[config.mk]
export PLATFORM = sky130hd
export DESIGN_NAME = serial_subtractor
export DESIGN_NICKNAME = d
export VERILOG_FILES = /design/src/rtl/serial_subtractor.sv
export SDC_FILE = /design/constraint.sdc
export NUM_CORES = 1
export LEC_CHECK = 0
export CAP_MARGIN = 10
export CORE_MARGIN = 5
export CORE_UTILIZATION = 50
export CTS_BUF_LIST = sky130_fd_sc_hd__clkbuf_2 sky130_fd_sc_hd__clkbuf_4 sky130_fd_sc_hd__clkbuf_8
export DETAILED_ROUTE_END_ITERATION = 10
export GPL_ROUTABILITY_DRIVEN = 0
export PLACE_DENSITY = 0.81
export SETUP_SLACK_MARGIN = 0.2
export SLEW_MARGIN = 20
export SYNTH_ARGS = -nofsm -noshare
export SYNTH_HDL_FRONTEND = slang
export SYNTH_SLANG_ARGS = --single-unit
[constraint.sdc]
create_clock -name clk -period 1.83 [get_ports clk]
set_clock_uncertainty 0.05 [all_clocks]
set_input_delay 0.366 -clock clk [delete_from_list [all_inputs] [get_ports clk]]
set_output_delay 0.366 -clock clk [all_outputs]
set_load 0.1 [all_outputs]
[src/rtl/serial_subtractor.sv]
// serial_subtractor: bit-serial, LSB-first subtractor computing diff = a - b.
// One full-subtractor slice plus a borrow flop, iterated WIDTH times,
// controlled by a start/busy/done handshake.
//
// Optional feature macro: SERIAL_SUB_FLAGS_EN (adds zero and ovf outputs).
//
// Ports:
//   clk        system clock, rising edge
//   rst_n      asynchronous active-low reset
//   start      request, sampled only in IDLE
//   a, b       minuend / subtrahend, captured on accepted start
//   busy       high while in SHIFT or DONE
//   done       single-cycle pulse, diff/borrow_out valid
//   diff       a - b modulo 2^WIDTH, held until the next done
//   borrow_out 1 when a < b (unsigned)
//   zero, ovf  (SERIAL_SUB_FLAGS_EN only) diff == 0, signed overflow
module serial_subtractor #(
  parameter int unsigned WIDTH = 8
) (
  input  logic             clk,
  input  logic             rst_n,
  input  logic             start,
  input  logic [WIDTH-1:0] a,
  input  logic [WIDTH-1:0] b,
  output logic             busy,
  output logic             done,
  output logic [WIDTH-1:0] diff,
  output logic             borrow_out
`ifdef SERIAL_SUB_FLAGS_EN
  ,
  output logic             zero,
  output logic             ovf
`endif
);

  localparam int unsigned CNT_W = (WIDTH > 2) ? $clog2(WIDTH) : 1;
  localparam logic [CNT_W-1:0] LAST_BIT = CNT_W'(WIDTH - 1);

  typedef enum logic [1:0] {
    IDLE  = 2'd0,
    SHIFT = 2'd1,
    DONE  = 2'd2
  } state_t;

  state_t           state, state_d;
  logic [WIDTH-1:0] sa, sa_d;
  logic [WIDTH-1:0] sb, sb_d;
  logic [WIDTH-1:0] res, res_d;
  logic             borrow, borrow_d;
  logic [CNT_W-1:0] cnt, cnt_d;
  logic             busy_d, done_d;
  logic [WIDTH-1:0] diff_d;
  logic             borrow_out_d;

  // Full-subtractor slice on the current LSBs
  logic             bit_d;
  logic             bit_borrow;
  logic [WIDTH-1:0] res_shift;

  assign bit_d      = sa[0] ^ sb[0] ^ borrow;
  assign bit_borrow = (~sa[0] & sb[0]) | (~(sa[0] ^ sb[0]) & borrow);
  assign res_shift  = {bit_d, res[WIDTH-1:1]};

`ifdef SERIAL_SUB_FLAGS_EN
  // Operand MSBs kept separately since sa/sb are shifted away
  logic a_msb, a_msb_d;
  logic b_msb, b_msb_d;
  logic zero_d, ovf_d;
`endif

  // State and datapath registers
  always_ff @(posedge clk or negedge rst_n) begin
    if (!rst_n) begin
      state      <= IDLE;
      sa         <= '0;
      sb         <= '0;
      res        <= '0;
      borrow     <= 1'b0;
      cnt        <= '0;
      busy       <= 1'b0;
      done       <= 1'b0;
      diff       <= '0;
      borrow_out <= 1'b0;
`ifdef SERIAL_SUB_FLAGS_EN
      a_msb      <= 1'b0;
      b_msb      <= 1'b0;
      zero       <= 1'b0;
      ovf        <= 1'b0;
`endif
    end else begin
      state      <= state_d;
      sa         <= sa_d;
      sb         <= sb_d;
      res        <= res_d;
      borrow     <= borrow_d;
      cnt        <= cnt_d;
      busy       <= busy_d;
      done       <= done_d;
      diff       <= diff_d;
      borrow_out <= borrow_out_d;
`ifdef SERIAL_SUB_FLAGS_EN
      a_msb      <= a_msb_d;
      b_msb      <= b_msb_d;
      zero       <= zero_d;
      ovf        <= ovf_d;
`endif
    end
  end

  // Next-state and next-output logic; busy_d/done_d describe the next state
  always_comb begin
    state_d      = state;
    sa_d         = sa;
    sb_d         = sb;
    res_d        = res;
    borrow_d     = borrow;
    cnt_d        = cnt;
    busy_d       = 1'b0;
    done_d       = 1'b0;
    diff_d       = diff;
    borrow_out_d = borrow_out;
`ifdef SERIAL_SUB_FLAGS_EN
    a_msb_d      = a_msb;
    b_msb_d      = b_msb;
    zero_d       = zero;
    ovf_d        = ovf;
`endif

    case (state)
      IDLE: begin
        if (start) begin
          sa_d     = a;
          sb_d     = b;
          res_d    = '0;
          borrow_d = 1'b0;
          cnt_d    = '0;
          busy_d   = 1'b1;
          state_d  = SHIFT;
`ifdef SERIAL_SUB_FLAGS_EN
          a_msb_d  = a[WIDTH-1];
          b_msb_d  = b[WIDTH-1];
`endif
        end
      end

      SHIFT: begin
        busy_d   = 1'b1;
        sa_d     = sa >> 1;
        sb_d     = sb >> 1;
        res_d    = res_shift;
        borrow_d = bit_borrow;
        cnt_d    = cnt + CNT_W'(1);
        if (cnt == LAST_BIT) begin
          state_d      = DONE;
          done_d       = 1'b1;
          diff_d       = res_shift;
          borrow_out_d = bit_borrow;
`ifdef SERIAL_SUB_FLAGS_EN
          zero_d       = (res_shift == '0);
          ovf_d        = (a_msb != b_msb) && (res_shift[WIDTH-1] != a_msb);
`endif
        end
      end

      DONE: begin
        state_d = IDLE;
      end

      default: begin
        state_d = IDLE;
      end
    endcase
  end

endmodule

Word level (Yosys, flattened, before mapping)
Cells that the tools add are included.
{"block": "totals", "inputBits": 19, "ff_bits": 41, "out_inout_bits": 11, "word_cells": 44}
{"block": "op_classes", "reduce_logical": 5, "bitwise": 7, "n_addsub": 1, "n_eq_ne": 4, "mux": 17}
{"op": "$pmux W8 S2", "n": 3}
{"op": "$mux W8", "n": 3}
{"op": "$pmux W3 S2", "n": 1}
{"op": "$reduce_and A2 Y1", "n": 3}
{"op": "$mux W1", "n": 4}
{"op": "$mux W2", "n": 2}
{"op": "$ne A2 B2 Y1 const B", "n": 2}
{"op": "$pmux W1 S2", "n": 2}
{"op": "$pmux W2 S2", "n": 1}
{"op": "$add A3 B1 Y3 const B", "n": 1}
{"op": "$eq A3 B3 Y1 const B", "n": 1}
{"op": "$mux W3", "n": 1}
{"op": "$and A1 B1 Y1", "n": 2}
{"op": "$eq A2 B1 Y1 const B", "n": 1}
{"op": "$logic_not A2 Y1", "n": 1}
{"op": "$not A1 Y1", "n": 2}
{"op": "$reduce_bool A2 Y1", "n": 1}
{"op": "$xor A1 B1 Y1", "n": 2}
{"op": "$or A1 B1 Y1", "n": 1}

Logic depth before layout (Yosys ltp)
Gate-level depths: netlist of run 1.
{"block": "depth", "ltp_word": 5, "depth_mapped": 5, "depth_no_buf": 4}

Least setup slack after synthesis of run 1
No wires, ideal clock.
{"block": "synth_timing", "kind": "reg2reg", "start": "register cnt[0]", "end": "register borrow_out", "arrival_time_ns": 1.334, "required_ns": 1.655, "n_path_buf": 1, "setup_time_ns": 0.125, "period_less_slack_ns": 1.509, "path_stages_with_launch": 6, "path_slack_ns": 0.321, "cell_sequence": "dfrtp_1 -> ha_1 -> ha_1 -> nand3b_1 -> buf_4 -> mux2_4"}
{"block": "synth_via", "elab_chain_cells": 2}
{"element": "from (decl)", "line_no": "50", "text": "logic [CNT_W-1:0] cnt, cnt_d;"}
{"element": "from (signal assigned)", "line_no": "96", "text": "cnt <= cnt_d;"}
{"element": "$eq A3 B3 Y1", "line_no": "153", "text": "if (cnt == LAST_BIT) begin"}
{"element": "$reduce_and A2 Y1 (no line)"}
{"element": "to (signal assigned)", "line_no": "100", "text": "borrow_out <= borrow_out_d;"}
{"element": "to (decl)", "line_no": "28", "text": "output logic borrow_out"}
Every way passes these cells.
A chain may end at the register's enable or synchronous reset.

Worst setup path after layout of run 1
{"block": "layout_timing", "start": "register cnt[1]", "end": "register diff[4]"}
{"block": "layout_via", "elab_chain_cells": 2}
{"element": "$eq A3 B3 Y1", "line_no": "153"}
{"element": "$reduce_and A2 Y1 (no line)"}
{"element": "to (signal assigned)", "line_no": "99", "text": "diff <= diff_d;"}
{"element": "to (decl)", "line_no": "27", "text": "output logic [WIDTH-1:0] diff,"}
Every way passes these cells.

==> implementation parameters, run 1 <==
Parameter                              Value

Synth
  Instance count of the mapped netlist    between 100 and 150
  Count of synthesis-stage warnings from yosys    0
  Number of distinct standard cells referenced by the synthesized netlist    24
  Leading cell types by total area after synthesis    sky130_fd_sc_hd__dfrtp_1, sky130_fd_sc_hd__mux2_4, sky130_fd_sc_hd__a22o_1
  Mapped Avg Cell Area    13.41 um2
  Number of nets produced by synthesis    164
  Post-synthesis sequential area ratio    0.5256
  Cell type with the largest total area after synthesis    sky130_fd_sc_hd__dfrtp_1
  Flip-flop and latch count after synthesis    40
  Share of Yosys cell area claimed by the top area cell type    0.5256
  Cell area after technology mapping    0.001904 mm2

Setup path
  Reg-to-reg critical path startpoint    cnt[1]$_DFFE_PN0P_
  Endpoint of the lowest-slack register-to-register path    diff[4]$_DFFE_PN0P_
  CP Capture Type    flop
  R2R setup slack    0.23 ns
  Worst reg2reg path depth    5
  Maximum net fanout on the critical path    5
  Crit path DAT    1.74 ns
  Data required time of the critical path    1.97 ns
  Element type at the critical path start    flop
  Critical path class    flop to flop

Finish
  Final Net Count    roughly 200
  Fraction of final layout cells with drive strength greater than 1    0.3370
  Sequential cell area    between 0.001 and 0.0015 mm2
  Relative area change from synthesis to final layout    33.77%
  Diodes inserted    0
  Number of inserted filler cells in the final layout    267
  Final Instance Count excl. Fillers    between 200 and 250
  Summed area of non-filler cells in the final layout    0.002547 mm2
  Multi-input gate area in the final layout    753.2 um2

Clock tree
  CTS root buffer    sky130_fd_sc_hd__clkbuf_8
  Cts bufs inserted    5
  Maximum count of clock buffers along a single path    2
  Worst skew pair latency    0.30 ns
  Clock transition at the register clock pins on the worst setup and hold paths after CTS    0.09 ns
  Num Clock Sinks    40
  TritonCTS clock tree    done
  Maximum level of the CTS H-tree    2

Drt
  Highest Signal Layer    met4
  Post-detailed-route wirelength per cell    15.63 um
  Routed wire length    between 3000 and 4000 um
  Post-route antenna net violation count    0
  WL met3    183 um
  Overall via count from detail_route    around 1,200
  Number of design rule violations left after detail routing    0
  Met1 Wirelength    1545 um
  Iteration-0 DRC count of the detailed router    84
  Via density    approximately 5.4
  First-pass iteration count of the detailed router    4
  Met2 wire length    1798 um

Floorplanning
  Starting utilization of the core area    0.5163
  Cell Rows    22
  Num ports    30
  Std-Cell Core Area    0.003689 mm2
  Die width    71.72 um
  Die ar.    0.005143 mm2
  Vertical die dimension    ~72 um

Pwr
  Switch share    0.4161
  IR Drop Worst-Case VDD    about 800 uV
  Overall power consumption    4.824 mW
  Internal power    approximately 2.8 mW
  Total power per unit cell area    1894 mW/mm2
  Net load switching power    2.007 mW
  Logic pwr share    0.523
  Share of power burned in the clock network    0.152
  Leak    1.178 nW
  Sequential share of power    0.325

Timing
  Post-layout minimum cycle time    1.597 ns
  Crit share post-route    0.8728
  Slew Limit Fails    0
  Setup repair after global routing missed its margin    yes
  Finish-stage setup viols    0
  Fin. Hold Viols    0
  Worst Hold Slack    approximately 0.47 ns
  Sum of negative setup slack    0 ns
  Transition time at the pin with the least slew margin    0.4565 ns
  Fmax achieved    626.1 MHz
  Worst slew margin    0.6957

Place
  Post-Place Cells    roughly 220
  Placed cell areas    0.002362 mm2
  Detailed-placement wirelength estimate    2467 um
  Count of input and output buffers    29

Global route
  Number of global-route vias before repair    roughly 1,300
  GRT overflow    0
  Antenna violations before repair    0
  Pin count of the biggest net entering global routing    22
  Global-route total usage across every layer    0.1503
  Wire length of the first global-routing pass    6106 um

Min path
  Hold path startpoint    res[1]$_DFFE_PN0P_
  HP Class    flop to flop
  Number of cells traversed by the worst hold path    1
  Worst min-delay path endpoint    res[1]$_DFFE_PN0P_

Run
  Number of maximum-capacitance constraint violations    0

Status
  Outcome    completed
==> metrics by stage <==
| step | setup WS [ns] | util |
|---|---|---|
| after global routing | 0.1973 | 0.6906 |
| after floorplan | 0.3205 | - |
| final | 0.2328 | 0.6906 |
| after detailed placement | 0.1269 | 0.6404 |
| after CTS | 0.2277 | 0.6747 |
| after global placement | 0.1790 | 0.6404 |
==> registers in the layout, indices dropped and copies added (netlist names) <==
signal,count
sa,8
sb,8
borrow,1
state,2
done,1
borrow_out,1
cnt,3
busy,1
diff,8
res,7
==> layout make-up <==
class | instances | area share
inverters | 19 | 0.02800
flip-flops and latches | 40 | 0.3929
well taps | 48 | 0.02358
clock buffers | 5 | 0.02701
multi-input cells | 71 | 0.2957
repair buffers | 43 | 0.2141
clock inverters | 3 | 0.01866
==> per-layer routing <==
| metal | up-vias | track usage |
|---|---|---|
| li1 | 585 | - |
| met1 | 606 | 0.1927 |
| met5 | - | 0 |
| met4 | 0 | 0.05428 |
| met2 | 35 | 0.2388 |
| met3 | 7 | 0.04769 |
==> power groups by stage <==
stage | Sequential (mW) | Clock, mW | Combinational [mW]
finish | 1.57 | 0.734 | 2.52
global route | 1.61 | 0.788 | 2.70
CTS | 1.56 | 0.740 | 2.48
detailed placement | 1.57 | 0 | 2.46
global placement | 1.55 | 0 | 2.39
floorplan | 2.17 | 0 | 1.11
==> how the worst max path moves through the flow <==
| stage | from | end |
|---|---|---|
| final | cnt[1]$_DFFE_PN0P_ | diff[4]$_DFFE_PN0P_ |
| after global routing | cnt[1]$_DFFE_PN0P_ | diff[2]$_DFFE_PN0P_ |
| after CTS | cnt[0]$_DFFE_PN0P_ | diff[1]$_DFFE_PN0P_ |
| after detailed placement | start | sa[7]$_DFFE_PN0P_ |
| after global placement | start | sa[7]$_DFFE_PN0P_ |
| after floorplan | cnt[0]$_DFFE_PN0P_ | borrow_out$_DFFE_PN0P_ |
==> cell families after synthesis <==
group | after synthesis | synth area share
buffers and inverters | 31 | 0.09066
multiplexers | 10 | 0.07490
flip-flops | 40 | 0.5256
adder cells (fa/ha/maj) | 3 | 0.02365
AO/OA/AOI/OAI | 28 | 0.1406
AND/OR/NAND/NOR | 30 | 0.1445
==> critical path, stage by stage, from the launching register on <==
cell and delay (ns):
sky130_fd_sc_hd__dfrtp_1 0.39, sky130_fd_sc_hd__ha_2 0.20, sky130_fd_sc_hd__ha_4 0.16, sky130_fd_sc_hd__nand3b_1 0.20, sky130_fd_sc_hd__clkbuf_16 0.20, sky130_fd_sc_hd__mux2_4 0.29
==> repair_timing <==
item / 4_1_cts / 5_1_grt
setup endpoints to repair: 0 / 3
setup buffers: 0 / 2
hold endpoints to repair: 19 / 0
resized for setup: 0 / 4
hold buffers: 1 / 0
==> synthesized netlist by cell type <==
library cell,n
sky130_fd_sc_hd__nor4b_1,6
sky130_fd_sc_hd__nand3b_1,1
sky130_fd_sc_hd__a22o_1,12
sky130_fd_sc_hd__dfrtp_1,40
sky130_fd_sc_hd__nor2b_1,1
sky130_fd_sc_hd__inv_1,19
sky130_fd_sc_hd__a211oi_1,4
sky130_fd_sc_hd__clkbuf_1,1
sky130_fd_sc_hd__a222oi_1,2
sky130_fd_sc_hd__nor2_1,2
sky130_fd_sc_hd__buf_4,3
sky130_fd_sc_hd__buf_6,4
sky130_fd_sc_hd__mux2_2,2
sky130_fd_sc_hd__nor2b_4,1
sky130_fd_sc_hd__buf_2,3
sky130_fd_sc_hd__ha_1,2
sky130_fd_sc_hd__a21oi_1,1
sky130_fd_sc_hd__mux2_4,8
sky130_fd_sc_hd__a211oi_2,8
sky130_fd_sc_hd__buf_8,1
sky130_fd_sc_hd__fa_1,1
sky130_fd_sc_hd__nor3b_1,13
sky130_fd_sc_hd__nor4b_2,6
sky130_fd_sc_hd__o21bai_1,1
==> layout by cell type (no fill, tap or decap), types with 2 or more instances in the layout <==
master                            instances
sky130_fd_sc_hd__a222oi_1                 2
sky130_fd_sc_hd__nor2_1                   2
sky130_fd_sc_hd__buf_4                   10
sky130_fd_sc_hd__a22o_1                  12
sky130_fd_sc_hd__a211oi_1                 4
sky130_fd_sc_hd__dfrtp_1                 40
sky130_fd_sc_hd__clkdlybuf4s50_1         17
sky130_fd_sc_hd__clkbuf_8                 5
sky130_fd_sc_hd__mux2_4                   9
sky130_fd_sc_hd__nor4b_2                  6
sky130_fd_sc_hd__a211oi_2                 8
sky130_fd_sc_hd__buf_12                  13
sky130_fd_sc_hd__nor4b_1                  6
sky130_fd_sc_hd__nor3b_1                 13
sky130_fd_sc_hd__inv_1                   19
sky130_fd_sc_hd__clkinv_4                 2
Power figures use the tool's default switching activity.
==> inputs of run 2 (changes only) <==
--- a/config.mk
+++ b/config.mk
@@ -6,12 +6,14 @@
 export NUM_CORES = 1
 export LEC_CHECK = 0
 export CAP_MARGIN = 10
+export CELL_PAD_IN_SITES_DETAIL_PLACEMENT = 2
+export CELL_PAD_IN_SITES_GLOBAL_PLACEMENT = 2
 export CORE_MARGIN = 5
-export CORE_UTILIZATION = 50
+export CORE_UTILIZATION = 38
 export CTS_BUF_LIST = sky130_fd_sc_hd__clkbuf_2 sky130_fd_sc_hd__clkbuf_4 sky130_fd_sc_hd__clkbuf_8
 export DETAILED_ROUTE_END_ITERATION = 10
 export GPL_ROUTABILITY_DRIVEN = 0
-export PLACE_DENSITY = 0.81
+export PLACE_DENSITY = 0.88
 export SETUP_SLACK_MARGIN = 0.2
 export SLEW_MARGIN = 20
 export SYNTH_ARGS = -nofsm -noshare
==> constraint.sdc (replaced) <==
create_clock -name clk -period 1.83 [get_ports clk]
set_clock_uncertainty 0.05 [all_clocks]
set_input_delay 0.366 -clock clk [delete_from_list [all_inputs] [get_ports clk]]
set_output_delay 0.366 -clock clk [all_outputs]
set_load 0.01 [all_outputs]
==> implementation parameters, run 2 (synthesized netlist as in run 1, its figures left out) <==
Parameter                              Value

Status
  Outcome    completed

Clock tree
  Clock transition at the register clock pins on the worst setup and hold paths after CTS    0.08 ns
  TritonCTS clock tree    done
  CTS Hold Bufs    0
  Maximum level of the CTS H-tree    2
  Maximum count of clock buffers along a single path    2
  Num Clock Sinks    40
  CTS root buffer    sky130_fd_sc_hd__clkbuf_8
  Worst skew pair latency    0.29 ns
  Cts bufs inserted    5

Setup path
  Endpoint of the lowest-slack register-to-register path    diff[5]$_DFFE_PN0P_
  Total number of cells along the worst setup path    5
  Slowest cell on crit path    sky130_fd_sc_hd__dfrtp_1
  Maximum net fanout on the critical path    5
  Element type at the critical path start    flop
  Count of buffering cells on the critical path with inverters included    1
  Worst reg2reg path depth    5
  Crit path DAT    1.74 ns
  Critical Path, Cell by Cell    ha_2, ha_2, nand3b_1, bufbuf_16, mux2_4
  Most repeated library cell on the critical path    sky130_fd_sc_hd__ha_2
  R2R setup slack    0.21 ns
  CP Capture Type    flop
  Data required time of the critical path    1.96 ns
  Category of cells accounting for the largest share of critical-path delay    flip-flops
  Critical path class    flop to flop
  Worst path max stage delay    around 0.4 ns
  Reg-to-reg critical path startpoint    cnt[0]$_DFFE_PN0P_

Floorplanning
  Die width    80.79 um
  Cell Rows    25
  Num ports    30
  Die ar.    0.006527 mm2
  Starting utilization of the core area    0.3979
  Std-Cell Core Area    0.004786 mm2
  Vertical die dimension    about 80 um

Finish
  Fraction of final layout cells with drive strength greater than 1    0.2935
  Largest registers    diff (8), sa (8), sb (8)
  Final Net Count    205
  Sequential cell area    0.001001 mm2
  Top library cells by usage in the layout, fill and taps aside    sky130_fd_sc_hd__dfrtp_1, sky130_fd_sc_hd__inv_1, sky130_fd_sc_hd__clkdlybuf4s50_1, sky130_fd_sc_hd__buf_4, sky130_fd_sc_hd__nor3b_1
  Number of inserted filler cells in the final layout    roughly 470
  Most common cell after layout, fill and taps aside    sky130_fd_sc_hd__dfrtp_1
  Diodes inserted    0
  Relative area change from synthesis to final layout    29.24%
  Multi-input gate area in the final layout    roughly 740 um2

Timing
  Slew Limit Fails    0
  Worst Hold Slack    0.07934 ns
  Fmax achieved    just over 600 MHz
  Post-layout minimum cycle time    1.616 ns
  Worst slew margin    0.6545
  Finish-stage setup viols    0
  Sum of negative setup slack    0 ns
  Setup repair after global routing missed its margin    yes
  Crit share post-route    0.8830
  Fin. Hold Viols    0
  Transition time at the pin with the least slew margin    a little over 0.5 ns

Global route
  Global-route total usage across every layer    0.1532
  GRT overflow    0
  Antenna violations before repair    0
  Number of global-route vias before repair    1,483
  Wire length of the first global-routing pass    approximately 7600 um
  Pin count of the biggest net entering global routing    41

Drt
  Via density    5.223
  Overall via count from detail_route    ~1,300
  Routed wire length    4506 um
  First-pass iteration count of the detailed router    4
  Met1 Wirelength    between 1500 and 2000 um
  Post-route antenna net violation count    0
  Post-detailed-route wirelength per cell    between 15 and 20 um
  Met2 wire length    ~2300 um
  Number of design rule violations left after detail routing    0
  Highest Signal Layer    met4
  WL met3    roughly 200 um
  Iteration-0 DRC count of the detailed router    between 40 and 50

Place
  Count of input and output buffers    29
  Detailed-placement wirelength estimate    3220 um

Pwr
  Total power per unit cell area    1558 mW/mm2
  Leak    1.241 nW
  IR Drop Worst-Case VDD    ~540 uV

Min path
  HP Class    input pin to async pin

Run
  Number of maximum-capacitance constraint violations    0
run 2: per-layer routing:
layer  vias up  global-route usage
met1       680              0.1888
met3         6             0.03880
met2        35              0.2599
met5         -                   0
li1        590                   -
met4         0             0.05574
run 2: how the worst max path moves through the flow:
| stage | from | endpoint |
|---|---|---|
| 2_1_floorplan | cnt[0]$_DFFE_PN0P_ | borrow_out$_DFFE_PN0P_ |
| 3_3_place_gp | start | sb[7]$_DFFE_PN0P_ |
| 3_5_place_dp | start | sb[3]$_DFFE_PN0P_ |
| 4_1_cts | cnt[0]$_DFFE_PN0P_ | diff[1]$_DFFE_PN0P_ |
| 5_1_grt | cnt[0]$_DFFE_PN0P_ | diff[5]$_DFFE_PN0P_ |
| 6_report | cnt[0]$_DFFE_PN0P_ | diff[5]$_DFFE_PN0P_ |
run 2: worst reg2reg max path: cells and delay by family (launching register included):
family / cells / cell delay, ns
adders and majority gates: 2 / 0.36
buffers and inverters: 1 / 0.28
DFF: 1 / 0.39
muxes: 1 / 0.29
and+or+nand+nor: 1 / 0.13
run 2: timing repair:
action | CTS | global route
gates resized for setup | 2 | 10
hold endpoints to repair | 0 | 0
cloned | 1 | 0
endpoints found under the setup margin | 2 | 17
buffers inserted | 3 | 3
run 2: power breakdown:
| group | total (mW) | switching, mW | internal (mW) |
|---|---|---|---|
| clock network | 0.614 | 0.312 | 0.301 |
| registers | 1.51 | 0.239 | 1.27 |
| logic | 1.71 | 0.767 | 0.940 |
run 2: area by class of cell:
type | count | area share
inverters | 19 | 0.02898
repair buffers | 46 | 0.1922
multi-input cells | 71 | 0.3005
flip-flops and latches | 40 | 0.4067
clock buffers | 6 | 0.03355
well taps | 67 | 0.03406
clock inverters | 2 | 0.004067
run 2: per-stage QoR:
stage	instances	total power [mW]	util	setup slack, ns	area, um2
after CTS	248	3.890	0.5041	0.1932	2412
after global routing	251	4.114	0.5142	0.1887	2461
after floorplan	142	2.610	-	0.3209	1904
final	251	3.834	0.5142	0.2141	2461
after detailed placement	236	3.199	0.4729	0.05295	2263
after global placement	236	3.003	0.4729	0.1430	2263
==> edit 1, RTL diff (config.mk and constraints of run 2) <==
Add a define of `SERIAL_SUB_FLAGS_EN`.
--- a/src/rtl/serial_subtractor.sv
+++ b/src/rtl/serial_subtractor.sv
@@ -14,6 +14,8 @@
 //   diff       a - b modulo 2^WIDTH, held until the next done
 //   borrow_out 1 when a < b (unsigned)
 //   zero, ovf  (SERIAL_SUB_FLAGS_EN only) diff == 0, signed overflow
+`define SERIAL_SUB_FLAGS_EN
+
 module serial_subtractor #(
   parameter int unsigned WIDTH = 8
 ) (
Formal check against the unedited RTL (old outputs only; new: ovf and zero): equivalent (equiv_simple and equiv_induct, registers matched by name and starting in step).
==> edit 1 against run 2 <==
Power is 5.7% higher; sequential share of layout area is 2.6 points higher; sequential cell count is 4 higher; area after synthesis is 3.2% higher; routed wire length is 19% higher; utilization is 1.3 points lower; worst hold slack better by 360 ps; combinational power is 5% lower; final area is 3.3% higher; count of clock-buffer cells in the layout is 1 lower; synthesized cell count is 19% higher; cell count is 12% higher; setup slack better by 27 ps; sequential power is 11% higher; largest cell class unchanged.
==> edit 1: results (changes against run 2) <==
.. list-table::
   :header-rows: 1

   * - Metric
     - Value
   * - Number of port buffers
     - 31 (was 29)
   * - Worst Hold Slack
     - 436 ps (was 79.3 ps)
   * - Post-DP HPWL
     - 3860 um (was 3220 um)
   * - Biggest cell delay along the critical path
     - 520 ps (was 390 ps)
   * - Register-to-register setup slack
     - 240 ps (was 210 ps)
   * - Via density
     - 5.32 (was 5.22)
   * - First-pass GRT wire length
     - 8970 um (was 7560 um)
   * - Leading post-synthesis cells by cell area
     - sky130_fd_sc_hd__dfrtp_1, sky130_fd_sc_hd__a22oi_1, sky130_fd_sc_hd__mux2_2 (was sky130_fd_sc_hd__dfrtp_1, sky130_fd_sc_hd__mux2_4, sky130_fd_sc_hd__a22o_1)
   * - Cell with the largest stage delay on the worst path
     - sky130_fd_sc_hd__fa_1 (was sky130_fd_sc_hd__dfrtp_1)
   * - Global routing usage on met1
     - 19.8% (was 18.9%)
   * - Count of different cell masters after synthesis
     - 27 (was 24)
   * - Most frequent cells after synthesis
     - sky130_fd_sc_hd__dfrtp_1, sky130_fd_sc_hd__a21oi_1, sky130_fd_sc_hd__a22oi_1, sky130_fd_sc_hd__nor2b_1, sky130_fd_sc_hd__o21ai_0 (was sky130_fd_sc_hd__dfrtp_1, sky130_fd_sc_hd__inv_1, sky130_fd_sc_hd__nor3b_1, sky130_fd_sc_hd__a22o_1)
   * - Crit path DAT
     - 1760 ps (was 1740 ps)
   * - Leak Pwr
     - 1.24 nW (about the same)
   * - Number of fillers in the final layout
     - 528 (was 466)
   * - Seq/Total Area, Yosys
     - 56.0% (was 52.6%)
   * - Number of global-route vias before repair
     - 1741 (was 1483)
   * - Peak supply drop
     - 0.590 mV (was 0.536 mV)
   * - Htree depth
     - 2 (unchanged)
   * - Max Freq
     - 0.629 GHz (was 0.619 GHz)
   * - Maximum fanout count along the critical path
     - 2 (was 5)
   * - Total Wirelength
     - 5340 um (was 4510 um)
   * - GRT met3 Usage
     - 3.95% (was 3.88%)
   * - Post-Synthesis Net Count
     - 192 (was 164)
   * - Pin slew with the least headroom to its limit
     - 526 ps (was 518 ps)
   * - Number of iterations in the first detailed-routing pass
     - 4 (unchanged)
   * - Share of final-layout standard cells stronger than drive strength 1
     - 15.7% (was 29.3%)
   * - Hold Path Class
     - register to register (was input pin to async pin)
   * - Result of the run
     - complete, no violations (unchanged)
edit 1: changes by cell type after synthesis, sizes merged, moves of 4 or more:
cell,change
nand2,+8
a22o,-4
dfrtp,+4
and2b,+4
nor4b,-12
a211oi,-12
nor3b,-12
a21oi,+15
inv,-13
a22oi,+14
o21ai,+21
nor2b,+10
edit 1: cell families (layout without fill, tap and decap cells):
logic type / after synthesis / after routing / synth area share (%)
AOI/OAI and AO/OA: 63 / 63 / 19.9
adders and majority gates: 4 / 4 / 3.31
buffers and inverters: 17 / 58 / 4.90
DFF: 44 / 44 / 56.0
muxes: 10 / 10 / 5.73
and+or+nand+nor: 31 / 31 / 10.1
edit 1: path summary, 6_finish.rpt:
path / cells past startpoint / to
worst max-delay path: 5 / zero
worst min-delay path: 2 / zero
min in group asynchronous: 2 / diff[0]
worst min register to register: 2 / zero
max in group asynchronous: 3 / sa[1]
worst max register to register: 5 / zero
edit 1: timing repair:
action,in CTS,in global routing
endpoints found under the hold margin,20,0
hold buffers,1,0
setup buffers,1,3
cloned,0,0
pin swaps,0,1
setup endpoints to repair,5,17
gates resized for setup,4,9
edit 1: power breakdown:
part / internal, mW / leakage [nW] / total, mW / switching [mW]
Combinational: 0.827 / 0.618 / 1.63 / 0.800
Clock: 0.404 / 0.0541 / 0.747 / 0.342
Sequential: 1.38 / 0.566 / 1.68 / 0.305
edit 1: per-stage QoR:
step / cell area, um2 / utilization [%] / std cells
2_1_floorplan: 1970 / - / 169
3_3_place_gp: 2370 / 46.7 / 267
3_5_place_dp: 2370 / 46.7 / 267
4_1_cts: 2490 / 49.1 / 277
5_1_grt: 2540 / 50.1 / 280
6_report: 2540 / 50.1 / 280
edit 1: layer usage:
layer  up-vias  share of wire (%)
met1       770                 39
met4         0                1.9
met2        32                 55
li1        681                  -
met3         7                3.8
met5         -                  0
edit 1: cell type report:
type	count	share of cell area (%)
multi-input cells	108	30.5
clock inverters	3	1.67
repair buffers	44	17.5
clock buffers	5	2.71
flip-flops and latches	44	43.3
inverters	6	0.886
well taps	70	3.44
edit 1: worst max-delay path: cells and delay by family, from the launching register on:
kind                       cells  cell delay (ps)
adders and majority gates      1              520
DFF                            1              400
and+or+nand+nor                2              250
buffers and inverters          1              150
AOI/OAI and AO/OA              1              150
==> edit 2, RTL diff (settings of run 2) <==
Made on the original files. Reset style: synchronous (`rst_n`), changed in one clocked block. Comments in the files are not updated.
--- a/src/rtl/serial_subtractor.sv
+++ b/src/rtl/serial_subtractor.sv
@@ -69,7 +69,7 @@
 `endif
 
   // State and datapath registers
-  always_ff @(posedge clk or negedge rst_n) begin
+  always_ff @(posedge clk) begin
     if (!rst_n) begin
       state      <= IDLE;
       sa         <= '0;
Behaviour: differs if rst_n is asserted again (counterexample within 4 cycles, from zero or initial values and one cycle with rst_n low); with rst_n held inactive, the same outputs for 10 cycles.
==> edit 2 against run 2 <==
Register-to-register slack improved by 150 ps; area after synthesis is 11% lower; global-route usage increased by 1.7 points; sequential cell count did not move; via count is 2.5% lower; count of clock-buffer cells in the layout fell by 1; routed wire length is 5.5% higher; final area fell by 13%; setup slack gained 44 ps; largest cell class unchanged; highest routed layer unchanged.
Power is not compared: it rests on default switching activity, and its combinational part moved more than twofold at a synthesized area within 25%.
==> edit 2: results (changes against run 2) <==
.. list-table::
   :header-rows: 1

   * - Metric
     - Value
   * - Worst setup path end
     - busy (was diff[5])
   * - Diode insertion count for antenna repair
     - 0 (unchanged)
   * - Met2 usage
     - 30.7% (was 26.0%)
   * - Residual DRC
     - 0 (unchanged)
   * - Via density
     - 5.24 (was 5.22)
   * - Global routing usage on met1
     - 18.7% (was 18.9%)
   * - Delay-heaviest family, CP
     - buffers and inverters (was flip-flops)
   * - First-pass GRT wire length
     - 7890 um (was 7560 um)
   * - Layout Nets
     - 213 (was 205)
   * - Result of the run
     - complete, no violations (unchanged)
   * - Pin slew with the least headroom to its limit
     - 465 ps (was 518 ps)
   * - Number of cell instances on the worst register-to-register path
     - 6 (was 5)
   * - Arithmetic-cell share of the synthesized area counting full adders, half adders and majority gates
     - 2.66% (was 2.37%)
   * - Biggest cell delay along the critical path
     - 530 ps (was 390 ps)
   * - Post-Synthesis Net Count
     - 184 (was 164)
   * - Initial antenna violation count
     - 0 (unchanged)
   * - Post-DP HPWL
     - 3320 um (was 3220 um)
   * - GRT met3 Usage
     - 4.92% (was 3.88%)
   * - Leading post-synthesis cells by cell area
     - sky130_fd_sc_hd__dfxtp_1, sky130_fd_sc_hd__a211oi_2, sky130_fd_sc_hd__mux2i_1 (was sky130_fd_sc_hd__dfrtp_1, sky130_fd_sc_hd__mux2_4, sky130_fd_sc_hd__a22o_1)
   * - Hold Path Class
     - register to register (was input pin to async pin)
   * - Crit path DAT
     - 1160 ps (was 1740 ps)
   * - Peak supply drop
     - 0.439 mV
   * - Post-synthesis async set-or-reset flop share
     - 0% (was 100%)
   * - Wirelength per Cell
     - 19.5 um (was 18.0 um)
   * - Number of buffers added for setup after CTS
     - 0 (was 3)
   * - Number of global-route vias before repair
     - 1474 (was 1483)
   * - Most frequent cells after synthesis
     - sky130_fd_sc_hd__dfxtp_1, sky130_fd_sc_hd__nand2_1, sky130_fd_sc_hd__a211oi_2, sky130_fd_sc_hd__mux2i_1, sky130_fd_sc_hd__nor2_2 (was sky130_fd_sc_hd__dfrtp_1, sky130_fd_sc_hd__inv_1, sky130_fd_sc_hd__nor3b_1, sky130_fd_sc_hd__a22o_1)
   * - Crit Reg-Reg Startpoint
     - cnt[0] (unchanged)
   * - Mux contribution to synthesized area
     - 8.29% (was 7.49%)
   * - Detailed router's first-iteration violation count
     - 61 (was 47)
   * - Global-route usage over all layers
     - 17.0% (was 15.3%)
   * - Gate count of the mapped netlist
     - 162 (was 142)
   * - Share of final-layout standard cells stronger than drive strength 1
     - 23.4% (was 29.3%)
   * - Area fraction in compound gates after synthesis
     - 19.8% (was 14.1%)
   * - Cell with the largest stage delay on the worst path
     - sky130_fd_sc_hd__clkdlybuf4s50_1 (was sky130_fd_sc_hd__dfrtp_1)
   * - Worst setup path startpoint
     - busy (was cnt[0])
   * - Maximum fanout count along the critical path
     - 1 (was 5)
   * - Maximum number of pins on one net before global-route repair
     - 29 (was 41)
   * - Terminus of the critical flop-to-flop path
     - borrow_out (was diff[5])
-- edit 2: routing by layer --
metal,vias to the layer above,routed length [um]
li1,625,-
met1,628,1960
met2,19,2570
met3,6,158
met4,0,62
met5,-,0
-- edit 2: stage by stage --
stage,setup slack (ps),std cells,instance area (um2),hold WS (ps)
floorplan,610,162,1690,382
global placement,157,236,2010,390
detailed placement,82.4,236,2010,417
CTS,203,244,2120,429
global route,208,244,2130,449
finish,259,244,2130,422
-- edit 2: worst min path at each step --
stage	to	slack, ps
finish	diff[1]	420
global route	diff[5]	450
global placement	cnt[1]	390
floorplan	cnt[1]	380
detailed placement	cnt[2]	420
CTS	diff[2]	430
-- edit 2: cell families after synthesis --
family	count (synthesis)
flops	40
fa+ha+maj	3
mux	14
compound gates	39
buf+inv	18
simple gates	48
-- edit 2: area by class of cell --
type | instances | area (um2)
fillers | 457 | 2190
repair buffers | 36 | 387
inverters | 4 | 15.0
multi-input cells | 104 | 752
well taps | 52 | 65.1
clock buffers | 5 | 68.8
flip-flops and latches | 40 | 801
clock inverters | 3 | 46.3
-- edit 2: worst reg2reg max path, stage by stage, from the launching register on --
cell                       delay, ps
sky130_fd_sc_hd__dfxtp_1         350
sky130_fd_sc_hd__ha_1            230
sky130_fd_sc_hd__ha_1            210
sky130_fd_sc_hd__nand3b_1         90
sky130_fd_sc_hd__buf_4           250
sky130_fd_sc_hd__nand3_1         140
sky130_fd_sc_hd__o31ai_2          70
-- edit 2: repair_timing --
item | 4_1_cts | 5_1_grt
hold buffers | 0 | 0
resized for setup | 5 | 5
endpoints found under the setup margin | 5 | 5
-- edit 2: report_power, final --
| group | internal (mW) | switching (mW) |
|---|---|---|
| Clock | 0.411 | 0.347 |
| Combinational | 0.123 | 0.128 |
| Sequential | 0.909 | 0.0289 |
